File: src/rtl/data_mem_lsu_pkg.sv
// ---------------------------------------------------------------------------
// Module : riscV_unrn_pkg
// Brief  : Shared funct3 constants, LSU state enum and data-region defaults.
// Rev    : 1.0
// ---------------------------------------------------------------------------
`default_nettype none

package riscV_unrn_pkg;

    localparam logic [2:0] F3_B  = 3'b000;
    localparam logic [2:0] F3_H  = 3'b001;
    localparam logic [2:0] F3_W  = 3'b010;
    localparam logic [2:0] F3_BU = 3'b100;
    localparam logic [2:0] F3_HU = 3'b101;

    localparam logic [31:0] DATA_BASE_DEFAULT = 32'h2000_0000;

    typedef enum logic [1:0] {
        ST_IDLE  = 2'd0,
        ST_WRITE = 2'd1,
        ST_READ  = 2'd2,
        ST_ERR   = 2'd3
    } lsu_state_e;

    // Stores only have byte/half/word widths; loads add the unsigned variants.
    function automatic logic f3_legal(input logic is_store, input logic [2:0] f3);
        logic ok;
        if (is_store) ok = (f3 == F3_B) || (f3 == F3_H) || (f3 == F3_W);
        else          ok = (f3 == F3_B) || (f3 == F3_H) || (f3 == F3_W) ||
                           (f3 == F3_BU) || (f3 == F3_HU);
        return ok;
    endfunction

endpackage

`default_nettype wire

File: src/rtl/data_mem_lsu_if.sv
// ---------------------------------------------------------------------------
// Module : data_mem_lsu_if
// Brief  : Core-side request/response handshake of the load/store unit.
// Rev    : 1.0
// ---------------------------------------------------------------------------
`default_nettype none

interface data_mem_lsu_if;
    logic        req_valid;
    logic        req_ready;
    logic        req_we;
    logic [2:0]  req_funct3;
    logic [31:0] req_addr;
    logic [31:0] req_wdata;
    logic        resp_valid;
    logic [31:0] resp_rdata;
    logic        resp_misaligned;
    logic        resp_fault;

    modport slave (
        input  req_valid, req_we, req_funct3, req_addr, req_wdata,
        output req_ready, resp_valid, resp_rdata, resp_misaligned, resp_fault
    );

    modport master (
        output req_valid, req_we, req_funct3, req_addr, req_wdata,
        input  req_ready, resp_valid, resp_rdata, resp_misaligned, resp_fault
    );
endinterface

`default_nettype wire

File: src/rtl/lsu_load_align.sv
// ---------------------------------------------------------------------------
// Module : lsu_load_align
// Brief  : Combinational byte/halfword select with sign or zero extension.
// Rev    : 1.0
// ---------------------------------------------------------------------------
`default_nettype none

module lsu_load_align
    import riscV_unrn_pkg::*;
(
    input  logic [2:0]  funct3,
    input  logic [1:0]  byte_off,
    input  logic [31:0] word,
    output logic [31:0] data
);

    logic [31:0] shifted;
    logic [7:0]  byte_sel;
    logic [15:0] half_sel;

    always_comb begin
        shifted  = word >> {byte_off, 3'b000};
        byte_sel = shifted[7:0];
        half_sel = byte_off[1] ? word[31:16] : word[15:0];
        case (funct3)
            F3_B:    data = {{24{byte_sel[7]}}, byte_sel};
            F3_H:    data = {{16{half_sel[15]}}, half_sel};
            F3_BU:   data = {24'h0, byte_sel};
            F3_HU:   data = {16'h0, half_sel};
            default: data = word;
        endcase
    end

endmodule

`default_nettype wire

File: src/rtl/data_mem_lsu.sv
// ---------------------------------------------------------------------------
// Module : data_mem_lsu
// Brief  : Single-outstanding load/store front-end for the data memory.
// Rev    : 1.0
// ---------------------------------------------------------------------------
`default_nettype none

module data_mem_lsu
    import riscV_unrn_pkg::*;
#(
    parameter int          ADDR_BITS    = 14,
    parameter logic [31:0] DATA_BASE    = DATA_BASE_DEFAULT,
    parameter int          READ_LATENCY = 1
)(
    input  logic                 clk,
    input  logic                 rst,
    data_mem_lsu_if.slave        core,
    output logic [ADDR_BITS-1:0] bus_address,
    output logic                 write_enable,
    output logic [3:0]           mem_mask,
    output logic [31:0]          mem_wdata,
    input  logic [31:0]          mem_rdata
);

    localparam int          CNT_W  = $clog2(READ_LATENCY + 1);
    localparam logic [32:0] REGION = 33'd4 << ADDR_BITS;

    lsu_state_e           state, state_nxt;
    logic [CNT_W-1:0]     cnt, cnt_nxt;
    logic [2:0]           acc_funct3, funct3_nxt;
    logic [1:0]           acc_byte, byte_nxt;
    logic [ADDR_BITS-1:0] bus_nxt;
    logic                 we_nxt;
    logic [3:0]           mask_nxt;
    logic [31:0]          wdata_nxt;
    logic                 resp_valid, rv_nxt;
    logic [31:0]          resp_rdata, rdata_nxt;
    logic                 resp_mis, mis_nxt;
    logic                 resp_fault, fault_nxt;

    logic [31:0]          off;
    logic                 dec_fault;
    logic                 dec_mis;
    logic [31:0]          aligned;

    lsu_load_align u_align (
        .funct3   (acc_funct3),
        .byte_off (acc_byte),
        .word     (mem_rdata),
        .data     (aligned)
    );

    // Range check uses a 33-bit compare so the region may span the full space.
    always_comb begin
        off       = core.req_addr - DATA_BASE;
        dec_fault = ({1'b0, off} >= REGION) || !f3_legal(core.req_we, core.req_funct3);
        dec_mis   = ((core.req_funct3[1:0] == 2'b01) && off[0]) ||
                    ((core.req_funct3[1:0] == 2'b10) && (off[1:0] != 2'b00));
    end

    always_comb begin
        state_nxt  = state;
        cnt_nxt    = cnt;
        funct3_nxt = acc_funct3;
        byte_nxt   = acc_byte;
        bus_nxt    = bus_address;
        we_nxt     = 1'b0;
        mask_nxt   = 4'b0000;
        wdata_nxt  = mem_wdata;
        rv_nxt     = 1'b0;
        rdata_nxt  = 32'h0;
        mis_nxt    = 1'b0;
        fault_nxt  = 1'b0;

        case (state)
            ST_IDLE: begin
                if (core.req_valid) begin
                    funct3_nxt = core.req_funct3;
                    byte_nxt   = off[1:0];
                    if (dec_fault) begin
                        state_nxt = ST_ERR;
                        rv_nxt    = 1'b1;
                        fault_nxt = 1'b1;
                    end else if (dec_mis) begin
                        state_nxt = ST_ERR;
                        rv_nxt    = 1'b1;
                        mis_nxt   = 1'b1;
                    end else begin
                        bus_nxt = off[ADDR_BITS+1:2];
                        if (core.req_we) begin
                            state_nxt = ST_WRITE;
                            we_nxt    = 1'b1;
                            rv_nxt    = 1'b1;
                            case (core.req_funct3)
                                F3_B: begin
                                    mask_nxt  = 4'b0001 << off[1:0];
                                    wdata_nxt = {4{core.req_wdata[7:0]}};
                                end
                                F3_H: begin
                                    mask_nxt  = 4'b0011 << off[1:0];
                                    wdata_nxt = {2{core.req_wdata[15:0]}};
                                end
                                default: begin
                                    mask_nxt  = 4'b1111;
                                    wdata_nxt = core.req_wdata;
                                end
                            endcase
                        end else begin
                            state_nxt = ST_READ;
                            cnt_nxt   = CNT_W'(READ_LATENCY);
                        end
                    end
                end
            end
            ST_READ: begin
                if (cnt != '0) cnt_nxt = cnt - CNT_W'(1);
                // Capture on the last count so the registered response lands as cnt hits 0.
                if (cnt == CNT_W'(1)) begin
                    rv_nxt    = 1'b1;
                    rdata_nxt = aligned;
                end
                if (cnt == '0) state_nxt = ST_IDLE;
            end
            ST_WRITE: state_nxt = ST_IDLE;
            ST_ERR:   state_nxt = ST_IDLE;
            default:  state_nxt = ST_IDLE;
        endcase
    end

    always_ff @(posedge clk or negedge rst) begin
        if (!rst) begin
            state        <= ST_IDLE;
            cnt          <= '0;
            acc_funct3   <= 3'b000;
            acc_byte     <= 2'b00;
            bus_address  <= '0;
            write_enable <= 1'b0;
            mem_mask     <= 4'b0000;
            mem_wdata    <= 32'h0;
            resp_valid   <= 1'b0;
            resp_rdata   <= 32'h0;
            resp_mis     <= 1'b0;
            resp_fault   <= 1'b0;
        end else begin
            state        <= state_nxt;
            cnt          <= cnt_nxt;
            acc_funct3   <= funct3_nxt;
            acc_byte     <= byte_nxt;
            bus_address  <= bus_nxt;
            write_enable <= we_nxt;
            mem_mask     <= mask_nxt;
            mem_wdata    <= wdata_nxt;
            resp_valid   <= rv_nxt;
            resp_rdata   <= rdata_nxt;
            resp_mis     <= mis_nxt;
            resp_fault   <= fault_nxt;
        end
    end

    assign core.req_ready       = (state == ST_IDLE);
    assign core.resp_valid      = resp_valid;
    assign core.resp_rdata      = resp_rdata;
    assign core.resp_misaligned = resp_mis;
    assign core.resp_fault      = resp_fault;

endmodule

`default_nettype wire

File: src/flat_wrapper.sv
// flat-port wrapper written by rule: the top's interface ports become plain ports
module data_mem_lsu_flat import riscV_unrn_pkg::*;
#(
    parameter int          ADDR_BITS    = 14,
    parameter logic [31:0] DATA_BASE    = DATA_BASE_DEFAULT,
    parameter int          READ_LATENCY = 1
)
  (clk, rst, bus_address, write_enable, mem_mask, mem_wdata, mem_rdata, core_req_valid, core_req_we, core_req_funct3, core_req_addr, core_req_wdata, core_req_ready, core_resp_valid, core_resp_rdata, core_resp_misaligned, core_resp_fault);
  data_mem_lsu_if core_i ();
  input  logic clk;
  input  logic rst;
  output logic [ADDR_BITS-1:0] bus_address;
  output logic write_enable;
  output logic [3:0] mem_mask;
  output logic [31:0] mem_wdata;
  input  logic [31:0] mem_rdata;
  input wire logic [$bits(core_i.req_valid)-1:0] core_req_valid;
  input wire logic [$bits(core_i.req_we)-1:0] core_req_we;
  input wire logic [$bits(core_i.req_funct3)-1:0] core_req_funct3;
  input wire logic [$bits(core_i.req_addr)-1:0] core_req_addr;
  input wire logic [$bits(core_i.req_wdata)-1:0] core_req_wdata;
  output wire logic [$bits(core_i.req_ready)-1:0] core_req_ready;
  output wire logic [$bits(core_i.resp_valid)-1:0] core_resp_valid;
  output wire logic [$bits(core_i.resp_rdata)-1:0] core_resp_rdata;
  output wire logic [$bits(core_i.resp_misaligned)-1:0] core_resp_misaligned;
  output wire logic [$bits(core_i.resp_fault)-1:0] core_resp_fault;
  assign core_i.req_valid = core_req_valid;
  assign core_i.req_we = core_req_we;
  assign core_i.req_funct3 = core_req_funct3;
  assign core_i.req_addr = core_req_addr;
  assign core_i.req_wdata = core_req_wdata;
  assign core_req_ready = core_i.req_ready;
  assign core_resp_valid = core_i.resp_valid;
  assign core_resp_rdata = core_i.resp_rdata;
  assign core_resp_misaligned = core_i.resp_misaligned;
  assign core_resp_fault = core_i.resp_fault;
  data_mem_lsu #(.ADDR_BITS(ADDR_BITS), .DATA_BASE(DATA_BASE), .READ_LATENCY(READ_LATENCY)) u_core (.clk(clk), .rst(rst), .core(core_i), .bus_address(bus_address), .write_enable(write_enable), .mem_mask(mem_mask), .mem_wdata(mem_wdata), .mem_rdata(mem_rdata));
endmodule
File: config.mk
export PLATFORM = sky130hd
export DESIGN_NAME = data_mem_lsu_flat
export DESIGN_NICKNAME = d
export VERILOG_FILES = /design/src/rtl/data_mem_lsu_pkg.sv /design/src/rtl/data_mem_lsu_if.sv /design/src/rtl/lsu_load_align.sv /design/src/rtl/data_mem_lsu.sv /design/src/flat_wrapper.sv
export SDC_FILE = /design/constraint.sdc
export NUM_CORES = 1
export LEC_CHECK = 0
export CAP_MARGIN = 10
export CORE_ASPECT_RATIO = 1.5
export CORE_MARGIN = 10
export CORE_UTILIZATION = 40
export DETAILED_ROUTE_END_ITERATION = 12
export DONT_BUFFER_PORTS = 1
export MAX_ROUTING_LAYER = met4
export PLACE_DENSITY = 0.53
export SLEW_MARGIN = 20
export SYNTH_ARGS = -nofsm -noshare
export SYNTH_HDL_FRONTEND = slang
export SYNTH_SLANG_ARGS = --single-unit
File: constraint.sdc
create_clock -name clk -period 6.5 [get_ports clk]
set_input_delay 1.3 -clock clk [delete_from_list [all_inputs] [get_ports clk]]
set_output_delay 1.3 -clock clk [all_outputs]
set_load 0.01 [all_outputs]
# Word level (Yosys, flattened, before mapping)
# Cells that the tools add are included.
word_totals:
  ff_bits: 94
  in_bits: 103
  output_inout_bits: 87
  wordCells: 98
op_classes:
  addsub: 2
  order_cmp: 1
  n_eq_ne: 17
  n_shift: 3
  n_mux: 41
  n_bitwise: 2
  n_reduce_logical: 20
op_table:
  columns: ["cell", "n"]
  rows:
  - ["$pmux W32 S4", 1]
  - ["$mux W32", 2]
  - ["$pmux W32 S2", 1]
  - ["$ge A32 B17 Y1 const B", 1]
  - ["$shr A32 B5 Y8", 1]
  - ["$sub A32 B30 Y32 const B", 1]
  - ["$mux W1", 22]
  - ["$mux W4", 5]
  - ["$mux W16", 1]
  - ["$eq A3 B3 Y1 const B", 4]
  - ["$mux W2", 5]
  - ["$ne A2 B2 Y1 const B", 5]
  - ["$reduce_and A5 Y1", 2]
  - ["$pmux W4 S2", 1]
  - ["$eq A2 B2 Y1 const B", 3]
  - ["$eq A3 B1 Y1 const B", 2]
  - ["$logic_not A3 Y1", 2]
  - ["$logic_or A1 B1 Y1", 6]
  - ["$pmux W2 S3", 1]
  - ["$eq A2 B1 Y1 const B", 2]
  - ["$pmux W1 S2", 2]
  - ["$reduce_and A2 Y1", 2]
  - ["$reduce_and A4 Y1", 1]
  - ["$reduce_bool A2 Y1", 2]
  - ["other kinds (9)", 11]

# Logic depth before layout (Yosys ltp)
# Gate-level depths: netlist (run 1).
logic_depth:
  depth_word: 11
  ltp_mapped: 7
  mapped_depth_nobuf: 6

# By module
# Synthesis (run 1) repeated with hierarchy kept, for this count alone.
unflattened:
  cells_unflattened: 406
  hier_area_um2: 4840.9
modules_own_cells:
  columns: ["module", "instances", "cells_each", "area_per_inst_um2", "seq_area_each_um2"]
  rows:
  - ["data_mem_lsu", 1, 288, 4041.4, 2352.3]
  - ["lsu_load_align", 1, 118, 799.5, 0.0]

# Worst setup path before layout (run 1)
# Ideal clock, no wire load.
synth_path:
  path_type: "in2reg"
  start: "input port core_req_addr[29]"
  end: "register u_core.mem_wdata[24]"
  setup_ns: 0.125
  arrival_ns: 3.102
  t_required_ns: 6.375
  slack_ns: 3.273
  cell_stages: 7
  path_buffers: 1
  cell_sequence: "inv_1 ha_1 nor4b_2 nand4_2 nor4_4 buf_6 mux2_2"
synth_between:
  elab_chain_cells: 5
synth_lines:
  columns: ["item", "line", "text"]
  rows:
  - ["start: declaration", "flat_wrapper.sv:20", "input wire logic [$bits(core_i.req_addr)-1:0] core_req_addr;"]
  - ["$sub A32 B30 Y32", "data_mem_lsu.sv:55", "off = core.req_addr - DATA_BASE;"]
  - ["$ge A32 B17 Y1", "data_mem_lsu.sv:56", "dec_fault = ({1'b0, off} >= REGION) || !f3_legal(core.req_we, core.req_funct3);"]
  - ["$logic_or A1 B1 Y1", "data_mem_lsu.sv:56", null]
  - ["$not A1 Y1 (no line)", null, null]
  - ["$reduce_and A5 Y1 (no line)", null, null]
  - ["end signal: assignment", "data_mem_lsu.sv:152", "mem_wdata <= wdata_nxt;"]
  - ["end: declaration", "data_mem_lsu.sv:21", "output logic [31:0] mem_wdata,"]
# No other way between the ends.
# A chain may end at the register's enable or synchronous reset.

# Worst setup path in the final report (run 1)
layout_path:
  start: "input port core_req_addr[29]"
  end: "register u_core.bus_address[4]"
layout_between:
  elab_chain_cells: 5
layout_lines:
  columns: ["item", "line", "text"]
  rows:
  - ["$sub A32 B30 Y32", "data_mem_lsu.sv:55", null]
  - ["$ge A32 B17 Y1", "data_mem_lsu.sv:56", null]
  - ["$logic_or A1 B1 Y1", "data_mem_lsu.sv:56", null]
  - ["$not A1 Y1 (no line)", null, null]
  - ["$reduce_and A4 Y1 (no line)", null, null]
  - ["end signal: assignment", "data_mem_lsu.sv:149", "bus_address <= bus_nxt;"]
  - ["end: declaration", "data_mem_lsu.sv:18", "output logic [ADDR_BITS-1:0] bus_address,"]
# No other way between the ends.

==> metrics.txt, run 1 <==
initial antenna violation count=0; Sw Ratio=24.56%; post-CTS setup buffers=0; max-cap violation count=0; most frequent cells after synthesis=dfrtp_1, mux2_2, a21oi_1, o21ai_0, nand2_1; Pins Over Slew Limit=0; cells along the critical path=inv_1 > ha_1 > nor4b_2 > nand4_2 > nor3_2 > mux2_2; crit-path leading delay family=simple AND/OR/NAND/NOR gates; post-CTS resize count=0; Die Width=104.7 µm; status=complete, no violations; Post-Synthesis Cells=354; Yosys reg bits=94; RSZ-0062 raised after global routing=no; Slew headroom=30.58%; nets@finish=454; Critical Path Max Stage Delay=0.88 ns; Yosys cell types=46; Skew-Pair Late Insertion Delay=0.33 ns; area delta synth->final=9.701%; Clock Tree Root=clkbuf_16; Static Leak=2.327 nW; most numerous cell in the Yosys netlist=dfrtp_1; # clock sinks=94; Pint=0.9532 mW; n_diodes=0; die area=15,410 µm²; CTS HTree Levels=3; Clk pwr share=42.8%; DR WL/cell=23.63 µm; Pwr Total=1.264 mW; gr busiest metal=met2; Period minus WS final=3.154 ns; DR pass1 iterations=4; maximum VDD drop=0.0001189 V; crit-path max FO=14; CTS clk-pin slew, worst paths=0.07 ns; aggregate global routing overflow=0; post-synth top area cell=dfrtp_1; core region area=10,530 µm²; first-pass GRT wire length=18,510 µm; worst endpoint required time=6.72 ns; Power Density=267.4 nW/µm²; Fin. Hold Viols=0; largest net degree at the start of global routing=95; CTS tree=built; num rows=46; vias in the first global route=3,068; GR Util met1=15.24%; hold path depth=1; Psw=0.3103 mW; period utilisation layout=48.53%; # IOs=190; worst-case clock buffer depth=2; Post-Syn Nets=458; DRC Markers=0; register area=2352 µm²; layout cells sized above 1=22.54%; initial detailed-routing violation count=61; sequential share of power=48.7%; Post-synth EDFFs=0; Vias/cell=5.571; area of the multi-input gates=1841 µm²; ys flop type=dfrtp_1; vias=2,780; top cell type's share of synthesized area=54.60%; largest cells by area after synthesis=dfrtp_1, mux2_2, mux2_1; Max Fclk=317.0 MHz; worst reg2reg path depth=4; Hold Buf Count CTS=0; Worst Skew=0.004295 ns; HPWL Detailed=8926 µm; crit end category=flop; Hold Path End=u_core.cnt; post-detailed-route count of antenna-violating nets=0; ys async rst share=100.0%; CP max-delay cell=nor3_2; met2 Track Usage GR=25.97%; Die H=147.1 µm; R2R Setup Slk=3.96 ns; R2R Path End=u_core.bus_address[4]; WS Path Type=in -> reg; Inserted Clock Buffers=9; HP Class=reg -> reg; RePlAce Congestion=0.7942; beginning of the worst hold path=u_core.cnt; Detailed Route WL=11,790 µm; GRT Total Usage=15.55%; Mapped Area=4308 µm²; WP data arrival=3.37 ns; design area=4726 µm²; final hold slack=0.4968 ns; Syn. warnings=0; worst r2r src=u_core.state[1]; met3 Use GR=8.056%; average size of a mapped cell=12.17 µm²; Port Buf Inserts=0; worst-margin pin slew=1.037 ns; CP bufs+invs=1; Post-Place Cell Area=4418 µm²; CP startpoint kind=primary input; Comb pwr share=8.5%; Fill cells=986; count of final setup violators=0; setup_tns=0 ns; Starting Density=40.90%; post-synthesis sequential area ratio=54.60%
final cells by class:
| cell class | instances | share of cell area [%] |
|---|---|---|
| clock buffer | 11 | 5.136 |
| clock inverter | 5 | 1.377 |
| sequential | 94 | 49.78 |
| inverter | 6 | 0.4766 |
| multi-input combinational | 236 | 38.95 |
| timing repair buffer | 3 | 0.4766 |
| tap | 144 | 3.813 |
flip-flops by register name (all words and copies together) (netlist names), 2 cells and up:
| register | count |
|---|---|
| u_core.acc_funct3 | 3 |
| u_core.core.resp_rdata | 32 |
| u_core.state | 2 |
| u_core.bus_address | 14 |
| u_core.mem_wdata | 32 |
| u_core.acc_byte | 2 |
| u_core.mem_mask | 4 |
per-stage QoR:
stage,utilization (%),cells,setup slack [ns]
floorplan,-,354,3.273
detailed placement,41.95,483,2.974
finish,44.87,499,3.346
global route,44.87,499,3.173
global placement,41.95,483,2.994
CTS,44.87,499,3.335
logic make-up (layout without fill, tap and decap cells):
family,Yosys count,after routing,synth area share (%)
AO/OA/AOI/OAI,82,82,11.56
XOR/XNOR,2,2,0.4067
adder cells (fa/ha/maj),1,1,0.2904
buffers and inverters,24,25,2.730
flip-flops,94,94,54.60
multiplexers,80,80,20.94
AND/OR/NAND/NOR,71,71,9.469
routing by layer:
layer,wire [µm],vias up
met4,203,0
met2,6133,121
met3,1362,14
li1,-,1258
met5,0,-
met1,4090,1387
how the worst max path moves through the flow:
stage / cells after the start / startpoint / to
global route: 6 / core_req_addr[30] / u_core.bus_address[9]
detailed placement: 6 / core_req_addr[29] / u_core.bus_address[9]
CTS: 6 / core_req_addr[29] / u_core.bus_address[9]
floorplan: 7 / core_req_addr[29] / u_core.mem_wdata[24]
finish: 6 / core_req_addr[29] / u_core.bus_address[4]
global placement: 6 / core_req_addr[29] / u_core.bus_address[5]
power groups by stage:
| stage | registers (mW) | logic, mW | clock network (mW) |
|---|---|---|---|
| 6_report | 0.616 | 0.108 | 0.540 |
| 5_1_grt | 0.618 | 0.120 | 0.584 |
| 4_1_cts | 0.616 | 0.108 | 0.559 |
| 3_5_place_dp | 0.627 | 0.107 | 0 |
| 3_3_place_gp | 0.626 | 0.105 | 0 |
| 2_1_floorplan | 0.613 | 0.0983 | 0 |
cells in the final DEF (no fill, tap or decap), types with 2 or more instances in the layout:
| master | count |
|---|---|
| inv_1 | 5 |
| o21ai_0 | 27 |
| nand3_1 | 2 |
| mux2_2 | 52 |
| dfrtp_1 | 94 |
| a21o_1 | 16 |
| nand4_1 | 2 |
| o21a_1 | 2 |
| buf_4 | 3 |
| nand2_1 | 22 |
| nand2b_1 | 3 |
| mux2_1 | 19 |
| a21boi_1 | 2 |
| nor2_1 | 16 |
| a21oi_1 | 27 |
| nand3b_1 | 8 |
| a31oi_1 | 2 |
| mux2i_1 | 8 |
| nor3_1 | 4 |
| clkbuf_16 | 9 |
| inv_6 | 3 |
No activity file was read; power rests on OpenSTA's default activity.
==> inputs of run 2 (changes only) <==
==> constraint.sdc (replaced) <==
create_clock -name clk -period 3 [get_ports clk]
set_input_delay 0.6 -clock clk [delete_from_list [all_inputs] [get_ports clk]]
set_output_delay 0.6 -clock clk [all_outputs]
set_load 0.01 [all_outputs]
==> run 2 against run 1 <==
Setup slack got worse by 2.5 ns. Wire length down 3.0%. Hold slack worse by 0.32 ns. Sequential power up 110%. Clock skew up 0.0046 ns. Clock power grew 130%. Register-to-register slack worse by 3.1 ns. Count of clock-buffer cells in the layout down 1. Non-clock buffer count increased by 4. Combinational power grew to 2.6 times the previous value.
==> metrics.txt, run 2 (synthesis gave the netlist of run 1 again) <==
post-detailed-route count of antenna-violating nets=0; design area=4802 µm²; Sw Ratio=24.50%; R2R Setup Slk=0.88 ns; vias in the first global route=3,000; Power Density=587.4 nW/µm²; Worst Skew=0.008886 ns; status=complete, no violations; layout cells sized above 1=23.40%; Static Leak=2.356 nW; crit end category=flop; WP data arrival=2.35 ns; CTS tree=built; Clk pwr share=43.5%; Die Width=104.7 µm; Post-Place Cell Area=4453 µm²; crit-path max FO=36; commonest non-fill, non-tap cell in the layout=dfrtp_1; vias=2,744; DR pass1 iterations=4; post-CTS resize count=0; setup_tns=0 ns; Vias/cell=5.455; CTS HTree Levels=3; Fin. Hold Viols=0; # IOs=190; maximum VDD drop=0.0002918 V; Slew headroom=39.17%; Pins Over Slew Limit=0; Comb pwr share=9.9%; Die H=147.1 µm; Detailed Route WL=11,440 µm; Starting Density=40.90%; HPWL Detailed=8719 µm; pre-CTS setup slack=0.5168 ns; HP Class=in -> async; top flop regs=u_core.core.resp_rdata: 32 flops, u_core.mem_wdata: 32 flops, u_core.bus_address: 14 flops; num rows=46; most frequent cells in the layout=dfrtp_1, mux2_2, o21ai_0, a21oi_1, nand2_1; WS Path Type=reg -> reg; die area=15,410 µm²; Port Buf Inserts=0; setup ws final=0.8759 ns; RePlAce Congestion=0.8029; RSZ-0062 raised after global routing=no; max-cap violation count=0; utilization after layout=45.59%; area delta synth->final=11.47%; Psw=0.6912 mW; Max Fclk=470.8 MHz; first-pass GRT wire length=18,000 µm; nets@finish=458; n_diodes=0; Cells after DPL=486; worst-margin pin slew=0.9090 ns; sequential share of power=46.6%; GRT Total Usage=15.09%; # clock sinks=94; CTS clk-pin slew, worst paths=0.07 ns; Fill cells=986; fin cells=503; largest net degree at the start of global routing=95; worst-case clock buffer depth=2; core region area=10,530 µm²; worst endpoint required time=3.22 ns; period utilisation layout=70.80%; DRC Markers=0; Period minus WS final=2.124 ns; DR WL/cell=22.74 µm; Clock Tree Root=clkbuf_16; Skew-Pair Late Insertion Delay=0.34 ns; Pint=2.129 mW; count of final setup violators=0; CP startpoint kind=flop; initial detailed-routing violation count=35; Inserted Clock Buffers=9; initial antenna violation count=0; aggregate global routing overflow=0
==> run 2: cell count changes in the layout (fill, tap and decap cells not counted), sizes merged <==
| cell | change |
|---|---|
| buf | +4 |
| clkinvlp | +2 |
| bufinv | +1 |
| clkbuf | -1 |
| clkinv | -1 |
| inv | -1 |
==> run 2: power groups by stage <==
stage | Clock [mW] | Combinational (mW) | Sequential, mW
final | 1.23 | 0.279 | 1.32
after global routing | 1.33 | 0.317 | 1.32
after CTS | 1.27 | 0.284 | 1.32
after floorplan | 0 | 0.213 | 1.33
after detailed placement | 0 | 0.252 | 1.34
after global placement | 0 | 0.248 | 1.34
==> run 2: repair_timing <==
| item | 4_1_cts | 5_1_grt |
|---|---|---|
| hold buffers | 1 | 0 |
| hold endpoints to repair | 94 | 0 |
| setup buffers | 0 | 0 |
==> run 2: final cells by class <==
type	instances	area [µm²]	share of cell area, %
Clock buffer	10	229.0	4.768
Clock inverter	6	92.59	1.928
Inverter	6	22.52	0.4690
Multi-Input combinational cell	236	1841	38.33
Sequential cell	94	2352	48.98
Tap cell	144	180.2	3.752
Timing Repair Buffer	7	85.08	1.772
==> run 2: critical path, cell delays in order (launching register included) <==
cell and delay [ns]:
dfrtp_1 0.42, nor3b_4 0.42, nand4_1 0.29, nor4_4 0.26, buf_12 0.26, mux2_2 0.36
==> run 2: through the flow <==
stage	power, mW	hold slack, ns
floorplan	1.541	0.3044
global placement	1.589	0.3073
detailed placement	1.592	0.3076
CTS	2.873	0.1960
global route	2.966	0.2078
finish	2.821	0.1767
==> run 2: path summary, 6_finish.rpt <==
check / depth (start not counted) / to / from
worst max register to register: 5 / u_core.mem_wdata[24] / u_core.state[1]
max in group asynchronous: 1 / u_core.mem_mask[1] / rst
worst min register to register: 1 / u_core.cnt / u_core.cnt
worst max-delay path: 5 / u_core.mem_wdata[24] / u_core.state[1]
min in group clk: 1 / u_core.state[1] / core_req_we
worst min-delay path: 1 / u_core.core.resp_rdata[24] / rst
==> run 2: routing by layer <==
| metal | up-vias | track usage (%) | wire length (µm) |
|---|---|---|---|
| met5 | - | - | 0 |
| met4 | 0 | 6.129 | 195 |
| met3 | 14 | 6.042 | 1203 |
| met2 | 124 | 25.72 | 6011 |
| met1 | 1345 | 15.04 | 4026 |
| li1 | 1261 | - | - |
==> inputs of run 3 (changes only) <==
--- a/config.mk
+++ b/config.mk
@@ -12,7 +12,7 @@
 export DETAILED_ROUTE_END_ITERATION = 12
 export DONT_BUFFER_PORTS = 1
 export MAX_ROUTING_LAYER = met4
-export PLACE_DENSITY = 0.53
+export PLACE_DENSITY = 0.55
 export SLEW_MARGIN = 20
 export SYNTH_ARGS = -nofsm -noshare
 export SYNTH_HDL_FRONTEND = slang
==> constraint.sdc (replaced) <==
create_clock -name clk -period 1.84 [get_ports clk]
set_input_delay 0.368 -clock clk [delete_from_list [all_inputs] [get_ports clk]]
set_output_delay 0.368 -clock clk [all_outputs]
set_load 0.01 [all_outputs]
==> run 3 against run 2 <==
The run now ends with hold timing, setup timing left. Global-route usage is 0.18 points higher. Flip-flop and latch count stayed put. Register-to-register slack got worse by 0.89 ns. Largest cell class unchanged.
==> metrics.txt, run 3 (synthesis gave the netlist of run 1 again) <==
worst endpoint required time=2.06 ns; setup ws final=-0.01035 ns; Worst Skew=0.008072 ns; Fin. Hold Viols=94; initial detailed-routing violation count=104; HP Class=in -> async; WP data arrival=2.07 ns; DR WL/cell=23.47 µm; worst-case clock buffer depth=2; vias=2,872; Pins Over Slew Limit=0; # clock sinks=94; DR pass1 iterations=4; core region area=10,530 µm²; CTS HTree Levels=3; # IOs=190; CP startpoint kind=flop; failing checks=hold timing, setup timing; max-cap violation count=0; Cells after DPL=499; Clock Tree Root=clkbuf_16; area delta synth->final=17.17%; Skew-Pair Late Insertion Delay=0.33 ns; Inserted Clock Buffers=9; RePlAce Congestion=0.7835; top flop regs=u_core.core.resp_rdata: 32 flops, u_core.mem_wdata: 32 flops, u_core.bus_address: 14 flops; DRC Markers=0; fin cells=518; count of final setup violators=8; Detailed Route WL=12,160 µm; Vias/cell=5.544; CTS tree=built; worst-margin pin slew=0.4758 ns; crit-path max FO=7; num rows=46; post-detailed-route count of antenna-violating nets=0; die area=15,410 µm²; setup_tns=-0.03421 ns; period utilisation layout=100.6%; Starting Density=40.90%; design area=5047 µm²; Slew headroom=68.28%; largest net degree at the start of global routing=95; aggregate global routing overflow=0; initial antenna violation count=0; Static Leak=2.434 nW; Power Density=859.5 nW/µm²; Post-Place Cell Area=4681 µm²; Die H=147.1 µm; crit end category=flop; final hold slack=-0.2770 ns; status=finished with violations; first-pass GRT wire length=18,200 µm; CTS clk-pin slew, worst paths=0.07 ns; commonest non-fill, non-tap cell in the layout=dfrtp_1; vias in the first global route=3,138; most frequent cells in the layout=dfrtp_1, mux2_2, mux2_4, o21ai_0, a21oi_1; WS Path Type=reg -> reg; maximum VDD drop=0.0004495 V; HPWL Detailed=9019 µm; Die Width=104.7 µm; GRT Total Usage=15.27%; n_diodes=0; nets@finish=473; Max Fclk=540.4 MHz; layout cells sized above 1=30.75%; Port Buf Inserts=0; RSZ-0062 raised after global routing=yes; Period minus WS final=1.850 ns
==> run 3: cell type report <==
type	count	area, µm²
multi-input cells	236	1981
repair buffers	22	222.7
clock buffers	12	246.5
flip-flops and latches	94	2352
fillers	949	5485
clock inverters	4	30.03
inverters	6	35.03
well taps	144	180.2
==> run 3: critical path, cell delays in order, from the launching register on <==
cell and delay, ns:
dfrtp_1 0.42, nor3b_4 0.24, nand4_1 0.18, buf_4 0.20
nor3_4 0.18, buf_6 0.19, mux2_2 0.33
==> run 3: power by group <==
part / internal [mW] / switching [mW]
Combinational: 0.198 / 0.266
Clock: 0.962 / 0.775
Sequential: 2.10 / 0.0382
==> run 3: what timing repair did <==
item	in CTS	in global routing
gates cloned	0	2
buffers inserted	0	1
gates resized for setup	4	14
endpoints found under the hold margin	94	94
setup endpoints to repair	16	46
==> run 3: layer usage <==
metal  track usage [%]  wire [µm]
met5                 -          0
met4             6.267        249
met3             7.005       1272
met2             26.07       6422
met1             14.61       4211
==> run 3: stage by stage <==
step / power (mW) / setup WS (ns) / util, %
detailed placement: 2.641 / -0.3121 / 44.44
finish: 4.338 / -0.01035 / 47.92
global placement: 2.632 / -0.2797 / 44.44
CTS: 4.396 / -0.01501 / 47.21
global route: 4.530 / -0.08076 / 47.92
floorplan: 2.521 / -0.3997 / -
==> run 3: path summary, 6_finish.rpt <==
| kind | start | end | slack [ns] | cells past startpoint |
|---|---|---|---|---|
| max in group asynchronous | rst | u_core.mem_wdata[5] | 2.01 | 0 |
| hold / removal | rst | u_core.core.resp_rdata[28] | -0.28 | 0 |
| setup reg to reg | u_core.state[1] | u_core.bus_address[12] | -0.01 | 6 |
| min in group clk | core_req_we | u_core.state[1] | 0.14 | 1 |
| hold reg to reg | u_core.cnt | u_core.cnt | 0.49 | 1 |
| setup / recovery | u_core.state[1] | u_core.bus_address[12] | -0.01 | 6 |
